$ cat config.mk
export PLATFORM = sky130hd
export DESIGN_NAME = evm_ballot_ctrl
export DESIGN_NICKNAME = d
export VERILOG_FILES = /design/src/rtl/evm_pkg.sv /design/src/rtl/evm_ballot_ctrl_tally.sv /design/src/rtl/evm_ballot_ctrl.sv
export SDC_FILE = /design/constraint.sdc
export NUM_CORES = 1
export LEC_CHECK = 0
export ABC_AREA = 1
export CAP_MARGIN = 30
export CORE_ASPECT_RATIO = 0.9
export CORE_UTILIZATION = 45
export DETAILED_ROUTE_END_ITERATION = 10
export PLACE_DENSITY = 0.66
export REMOVE_ABC_BUFFERS = 1
export SYNTH_ARGS = -nofsm -noshare
export SYNTH_HDL_FRONTEND = slang
export SYNTH_SLANG_ARGS = --single-unit
$ cat constraint.sdc
create_clock -name clk -period 1.7 [get_ports clk]
set_input_delay 0.34 -clock clk [delete_from_list [all_inputs] [get_ports clk]]
set_output_delay 0.34 -clock clk [all_outputs]
set_load 0.005 [all_outputs]
$ cat src/rtl/evm_pkg.sv
// Shared types and constants for the ballot controller slice.
// State codes double as the front-panel led_state encoding.
package evm_pkg;

  localparam int LED_W = 4;

  localparam logic [LED_W-1:0] LED_IDLE    = 4'd1;
  localparam logic [LED_W-1:0] LED_READY   = 4'd2;
  localparam logic [LED_W-1:0] LED_SELECT  = 4'd3;
  localparam logic [LED_W-1:0] LED_CONFIRM = 4'd4;
  localparam logic [LED_W-1:0] LED_COMMIT  = 4'd5;
  localparam logic [LED_W-1:0] LED_THANKS  = 4'd6;
  localparam logic [LED_W-1:0] LED_CLOSED  = 4'd7;

  typedef enum logic [LED_W-1:0] {
    ST_IDLE    = LED_IDLE,
    ST_READY   = LED_READY,
    ST_SELECT  = LED_SELECT,
    ST_CONFIRM = LED_CONFIRM,
    ST_COMMIT  = LED_COMMIT,
    ST_THANKS  = LED_THANKS,
    ST_CLOSED  = LED_CLOSED
  } evm_state_t;

  function automatic logic [LED_W-1:0] state_to_led(input evm_state_t s);
    return LED_W'(s);
  endfunction

endpackage

$ cat src/rtl/evm_ballot_ctrl_tally.sv
// evm_tally_bank: per-candidate saturating tallies, saturating total,
// sticky saturation flag and a one-cycle-latency readout port.
module evm_tally_bank
  import evm_pkg::*;
#(
  parameter int NUM_CAND = 4,
  parameter int CNT_W    = 8,
  parameter int IDX_W    = $clog2(NUM_CAND)
) (
  input  logic             clk,
  input  logic             reset_n,
  input  logic             inc,
  input  logic [IDX_W-1:0] inc_idx,
  input  logic             clear,
  input  logic [IDX_W-1:0] rd_idx,
  output logic [CNT_W-1:0] rd_count,
  output logic [CNT_W+3:0] total,
  output logic             sat
);

  localparam logic [CNT_W-1:0] CNT_MAX = '1;
  localparam logic [CNT_W+3:0] TOT_MAX = '1;

  logic [CNT_W-1:0] tally [NUM_CAND];
  logic [CNT_W-1:0] rd_mux;
  logic             hits_max;

  // Out-of-range read indices fall through the mux and read as zero.
  always_comb begin
    rd_mux   = '0;
    hits_max = 1'b0;
    for (int i = 0; i < NUM_CAND; i++) begin
      if (int'(rd_idx) == i) rd_mux = tally[i];
      if (int'(inc_idx) == i && tally[i] >= CNT_MAX - 1'b1) hits_max = 1'b1;
    end
  end

  always_ff @(posedge clk or negedge reset_n) begin
    if (!reset_n) begin
      for (int i = 0; i < NUM_CAND; i++) tally[i] <= '0;
    end else if (clear) begin
      for (int i = 0; i < NUM_CAND; i++) tally[i] <= '0;
    end else if (inc) begin
      for (int i = 0; i < NUM_CAND; i++) begin
        if (int'(inc_idx) == i && tally[i] != CNT_MAX) tally[i] <= tally[i] + 1'b1;
      end
    end
  end

  always_ff @(posedge clk or negedge reset_n) begin
    if (!reset_n) begin
      total <= '0;
      sat   <= 1'b0;
    end else if (clear) begin
      total <= '0;
      sat   <= 1'b0;
    end else if (inc) begin
      if (total != TOT_MAX) total <= total + 1'b1;
      if (hits_max) sat <= 1'b1;
    end
  end

  always_ff @(posedge clk or negedge reset_n) begin
    if (!reset_n) rd_count <= '0;
    else          rd_count <= rd_mux;
  end

endmodule

$ cat src/rtl/evm_ballot_ctrl.sv
// Voting-machine controller FSM: admin open/close, select/confirm/commit flow.
// Optional voter idle timeout in SELECT/CONFIRM when EVM_TIMEOUT_EN is defined.
module evm_ballot_ctrl
  import evm_pkg::*;
#(
  parameter int NUM_CAND    = 4,
  parameter int CNT_W       = 8,
  parameter int IDX_W       = $clog2(NUM_CAND),
  parameter int THANKS_CYC  = 6,
  parameter int TIMEOUT_CYC = 1000
) (
  input  logic             clk,
  input  logic             reset_n,
  input  logic             start,
  input  logic             close,
  input  logic             clear,
  input  logic             vote_valid,
  input  logic [IDX_W-1:0] vote_idx,
  input  logic             confirm,
  input  logic             cancel,
  input  logic [IDX_W-1:0] rd_idx,
  output logic             ready,
  output logic             locked,
  output logic [LED_W-1:0] led_state,
  output logic [IDX_W-1:0] sel_cand,
  output logic             bad_sel,
  output logic [CNT_W-1:0] rd_count,
  output logic [CNT_W+3:0] total,
  output logic             sat
);

  localparam int               TMR_W    = (THANKS_CYC > 1) ? $clog2(THANKS_CYC) : 1;
  localparam logic [TMR_W-1:0] TMR_LOAD = TMR_W'(THANKS_CYC - 1);

  evm_state_t       state, state_nxt;
  logic             confirm_q;
  logic             conf_rise;
  logic             close_pend;
  logic [TMR_W-1:0] timer;
  logic             vote_ok;
  logic             timeout_hit;
  logic             sel_take;
  logic             sel_bad;

  assign conf_rise = confirm & ~confirm_q;
  assign vote_ok   = int'(vote_idx) < NUM_CAND;
  assign sel_take  = (state == ST_READY) && !close && vote_valid && vote_ok;
  assign sel_bad   = (state == ST_READY) && !close && vote_valid && !vote_ok;

`ifdef EVM_TIMEOUT_EN
  localparam int TO_W = $clog2(TIMEOUT_CYC + 1);

  logic [TO_W-1:0] idle_cnt;
  logic            waiting;
  logic            activity;

  assign waiting     = (state == ST_SELECT) || (state == ST_CONFIRM);
  assign activity    = vote_valid | confirm | cancel;
  assign timeout_hit = waiting && !activity && (idle_cnt == TO_W'(TIMEOUT_CYC - 1));

  // Count only uninterrupted idle cycles while a voter holds the booth.
  always_ff @(posedge clk or negedge reset_n) begin
    if (!reset_n)                 idle_cnt <= '0;
    else if (waiting && !activity) idle_cnt <= idle_cnt + 1'b1;
    else                          idle_cnt <= '0;
  end
`else
  assign timeout_hit = 1'b0;
`endif

  // Cancel outranks confirm everywhere; a held confirm never produces a rise.
  always_comb begin
    state_nxt = state;
    case (state)
      ST_IDLE:    if (start) state_nxt = ST_READY;
      ST_READY: begin
        if (close)         state_nxt = ST_CLOSED;
        else if (sel_take) state_nxt = ST_SELECT;
      end
      ST_SELECT: begin
        if (cancel)           state_nxt = ST_READY;
        else if (conf_rise)   state_nxt = ST_CONFIRM;
        else if (timeout_hit) state_nxt = ST_READY;
      end
      ST_CONFIRM: begin
        if (cancel)           state_nxt = ST_READY;
        else if (conf_rise)   state_nxt = ST_COMMIT;
        else if (timeout_hit) state_nxt = ST_READY;
      end
      ST_COMMIT:  state_nxt = ST_THANKS;
      ST_THANKS: begin
        // A close landing on the final THANKS cycle is honoured too.
        if (timer == '0) state_nxt = (close_pend || close) ? ST_CLOSED : ST_READY;
      end
      ST_CLOSED:  if (start) state_nxt = ST_READY;
      default:    state_nxt = ST_IDLE;
    endcase
  end

  always_ff @(posedge clk or negedge reset_n) begin
    if (!reset_n) begin
      state      <= ST_IDLE;
      confirm_q  <= 1'b0;
      sel_cand   <= '0;
      bad_sel    <= 1'b0;
      timer      <= '0;
      close_pend <= 1'b0;
    end else begin
      state     <= state_nxt;
      confirm_q <= confirm;
      bad_sel   <= sel_bad;
      if (sel_take) sel_cand <= vote_idx;

      if (state == ST_COMMIT)                      timer <= TMR_LOAD;
      else if (state == ST_THANKS && timer != '0)  timer <= timer - 1'b1;

      if (state == ST_THANKS && timer == '0)                    close_pend <= 1'b0;
      else if ((state == ST_COMMIT || state == ST_THANKS) && close) close_pend <= 1'b1;
    end
  end

  assign ready     = (state == ST_READY) || (state == ST_SELECT);
  assign locked    = (state == ST_COMMIT) || (state == ST_THANKS);
  assign led_state = state_to_led(state);

  evm_tally_bank #(
    .NUM_CAND (NUM_CAND),
    .CNT_W    (CNT_W),
    .IDX_W    (IDX_W)
  ) u_tally (
    .clk      (clk),
    .reset_n  (reset_n),
    .inc      (state == ST_COMMIT),
    .inc_idx  (sel_cand),
    .clear    (clear && (state == ST_IDLE || state == ST_CLOSED)),
    .rd_idx   (rd_idx),
    .rd_count (rd_count),
    .total    (total),
    .sat      (sat)
  );

endmodule
==> results.ini <==
[outcome]
status = finished with violations
violations = design-rule violations, negative hold slack, negative setup slack

[logic_synthesis]
synthMostInstantiatedCell = nand2_1
yosys.area_share.simple = 0.3167
synth_warnings = 0
synthArstFlopShare = 1.000
synthesis.area_um2 = 3745
yosysSeqAreaShare = 0.4213
synth_xor_xnor_area_share = 0.01169
yosys-top-cells-area = dfrtp_1, nand2_1, nand3_1
synthCells = 508
synthMuxAreaShare = 0
ys_top_cells_by_count = nand2_1, inv_1, dfrtp_1, nor2_1, nand3_1
ys_ff_latch = 63
yosysUniqueCellTypes = 31
synth_compound_area_frac = 0.1226
synth_top_family_by_area = simple AND/OR/NAND/NOR gates
synth_ff_type = dfrtp_1
synth_area_per_cell_um2 = 7.372
synth_top_area_frac = 0.4143
synth_adder_area_share = 0.03675
synth_top_area_cell = dfrtp_1
synth_edf_count = 0

[sta]
fin_skew_ns = 0.008212
finalSetupViolations = 1
min_period_ns = 1.722
hold_viol = 8
rsz0062_at_grt = true
slew_violations = 0
min_period_over_period = 1.013
worst_slack_ns = -0.02165
hold_ws_ns = -0.01179
tightest_slew_ns = 0.5135
relSlewSlack = 0.6550
fin_tns_setup_ns = -0.02165
fmax_ghz = 0.5808

[cts]
hold_buffers = 0
cts-root-buf = clkbuf_8
clockBufferDepth = 2
h-tree-depth = 3
cts_buffers = 9
clk_pin_slew_ns = 0.07
clock_sinks = 63
cts_tree = built
insertion_delay_ns = 0.34

[critical_path]
cp_data_required_time_ns = 1.36
reg2reg_from = led_state[0]
path_max_fanout = 3
critPathKind = reg2out
critPathLaunchType = flop
critPathLaunch = led_state[1]
cp.arrival_ns = 1.38
crit_path_end_kind = output port

[placement]
dp_hpwl_um = 6696
placed_cells = 657
place_congestion = 0.9268
io_buffers = 39

[run]
max-cap-violations = 0

[final_layout]
layout-drive-gt1-share = 0.2030
syn_to_final_growth_pct = 32.31
insertedDiodeCount = 0
nets = 612
final_util = 0.6141
fillers = 739
final_cells = 690

[floorplanning]
ios = 42
die_area_um2 = 8691
die_y_um = 88.54
core_area_um2 = 8068
start_util = 0.4642
num_rows = 31
die_w_um = 98.16

[route]
totalWireLength_um = 9761
vias = 3720
antenna_left = 0
via_per_inst = 5.391
wl_per_cell_um = 14.15
drt-initial-drc-count = 233
route.detailed.drc = 1
firstDrtPassIters = 10

[global_routing]
grt_start_max_net_pins = 64
grt_antenna_before_repair = 0
grt_pass1_wl_um = 14780
grt_pass1_vias = 3138
track_usage = 0.2186
globalRouteOverflowTotal = 0

[worst_hold_path]
hp-class = in2async

[power_and_ir_drop]
max-vdd-ir-drop_uv = 813.7
p_leak_nw = 2.334
power.density_nw_per_um2 = 1191

-- power breakdown --
part | switching, W | internal (W) | leakage (nW)
sequential | 0.000188 | 0.00174 | 0.843
combinational | 0.00152 | 0.00129 | 1.40
clock | 0.000551 | 0.000622 | 0.0902
-- final cells by class --
type / instances / area [um2] / area share
repair buffers: 77 / 779.5 / 0.1573
inverters: 69 / 271.5 / 0.05480
well taps: 99 / 123.9 / 0.02500
clock buffers: 12 / 165.2 / 0.03333
flip-flops and latches: 63 / 1582 / 0.3192
multi-input cells: 369 / 2028 / 0.4093
clock inverters: 1 / 5.005 / 0.001010
-- path summary, 6_finish.rpt --
check                      cells past startpoint  slack [ns]                to
max                                            5       -0.02            locked
min reg2reg                                    1        0.50          timer[2]
min                                            2       -0.01  u_tally.total[5]
max reg2reg                                   11        0.02      led_state[2]
min in group clk                               1        0.47         confirm_q
max in group asynchronous                      2        1.37      led_state[0]
-- kinds of logic (layout without fill, tap and decap cells) --
| kind of cell | Yosys count | in the layout |
|---|---|---|
| xor gates and xnor gates | 5 | 5 |
| AOI/OAI and AO/OA | 84 | 84 |
| and+or+nand+nor | 266 | 267 |
| adders and majority gates | 11 | 11 |
| DFF | 63 | 63 |
| other | 1 | 2 |
| buffers and inverters | 78 | 159 |
-- metal layers --
layer	global-route usage	routed length, um	vias to the layer above
met5	0	0	-
met4	0.04885	114	0
met3	0.05924	580	13
met2	0.3380	4547	123
met1	0.3089	4519	1761
li1	-	-	1823
-- stage by stage --
step	area (um2)	setup slack, ns	total power [W]	hold slack [ns]
floorplan	3671	-0.02957	0.003065	0.04441
global placement	4335	0.03245	0.003925	0.3827
detailed placement	4335	-0.01100	0.003977	0.3869
CTS	4566	-0.09063	0.005272	0.01571
global route	4955	-0.1315	0.006271	0.04396
finish	4955	-0.02165	0.005903	-0.01179
-- cell usage in the layout (no fill, tap or decap), types with 3 or more instances in the layout --
cell type and count:
a21oi_1 31, buf_4 23, buf_6 10, clkbuf_8 12
clkdlybuf4s50_1 31, dfrtp_1 59, dfrtp_2 3, dlymetal6s2s_1 4
ha_1 9, inv_1 60, inv_2 6, nand2_1 108
nand2_2 12, nand2_8 4, nand3_1 40, nand3_2 12
nand4_1 13, nor2_1 49, nor2_2 5, nor3_1 11
o21ai_0 20, o21ai_1 13, o21ai_2 4, o22ai_1 11
or2_2 6, xor2_1 4
-- flip-flops by register name, summed over array words and instances (netlist names) --
signal            cells
sel_cand              2
timer                 3
led_state             3
u_tally.sat           1
u_tally.tally        32
u_tally.total        12
confirm_q             1
u_tally.rd_count      8
close_pend            1
-- critical path, cell delays in order, from the launching register on --
cell,delay [ns]
dfrtp_1,0.39
buf_4,0.15
nand2_1,0.09
nand2_2,0.09
nor2_4,0.12
clkdlybuf4s15_2,0.20
-- repair_timing --
action | 4_1_cts | 5_1_grt
gates cloned | 0 | 3
setup buffers | 7 | 10
endpoints found under the hold margin | 0 | 0
endpoints found under the setup margin | 6 | 53
pin swaps | 1 | 15
gates resized for setup | 9 | 79
Power figures use the tool's default switching activity.
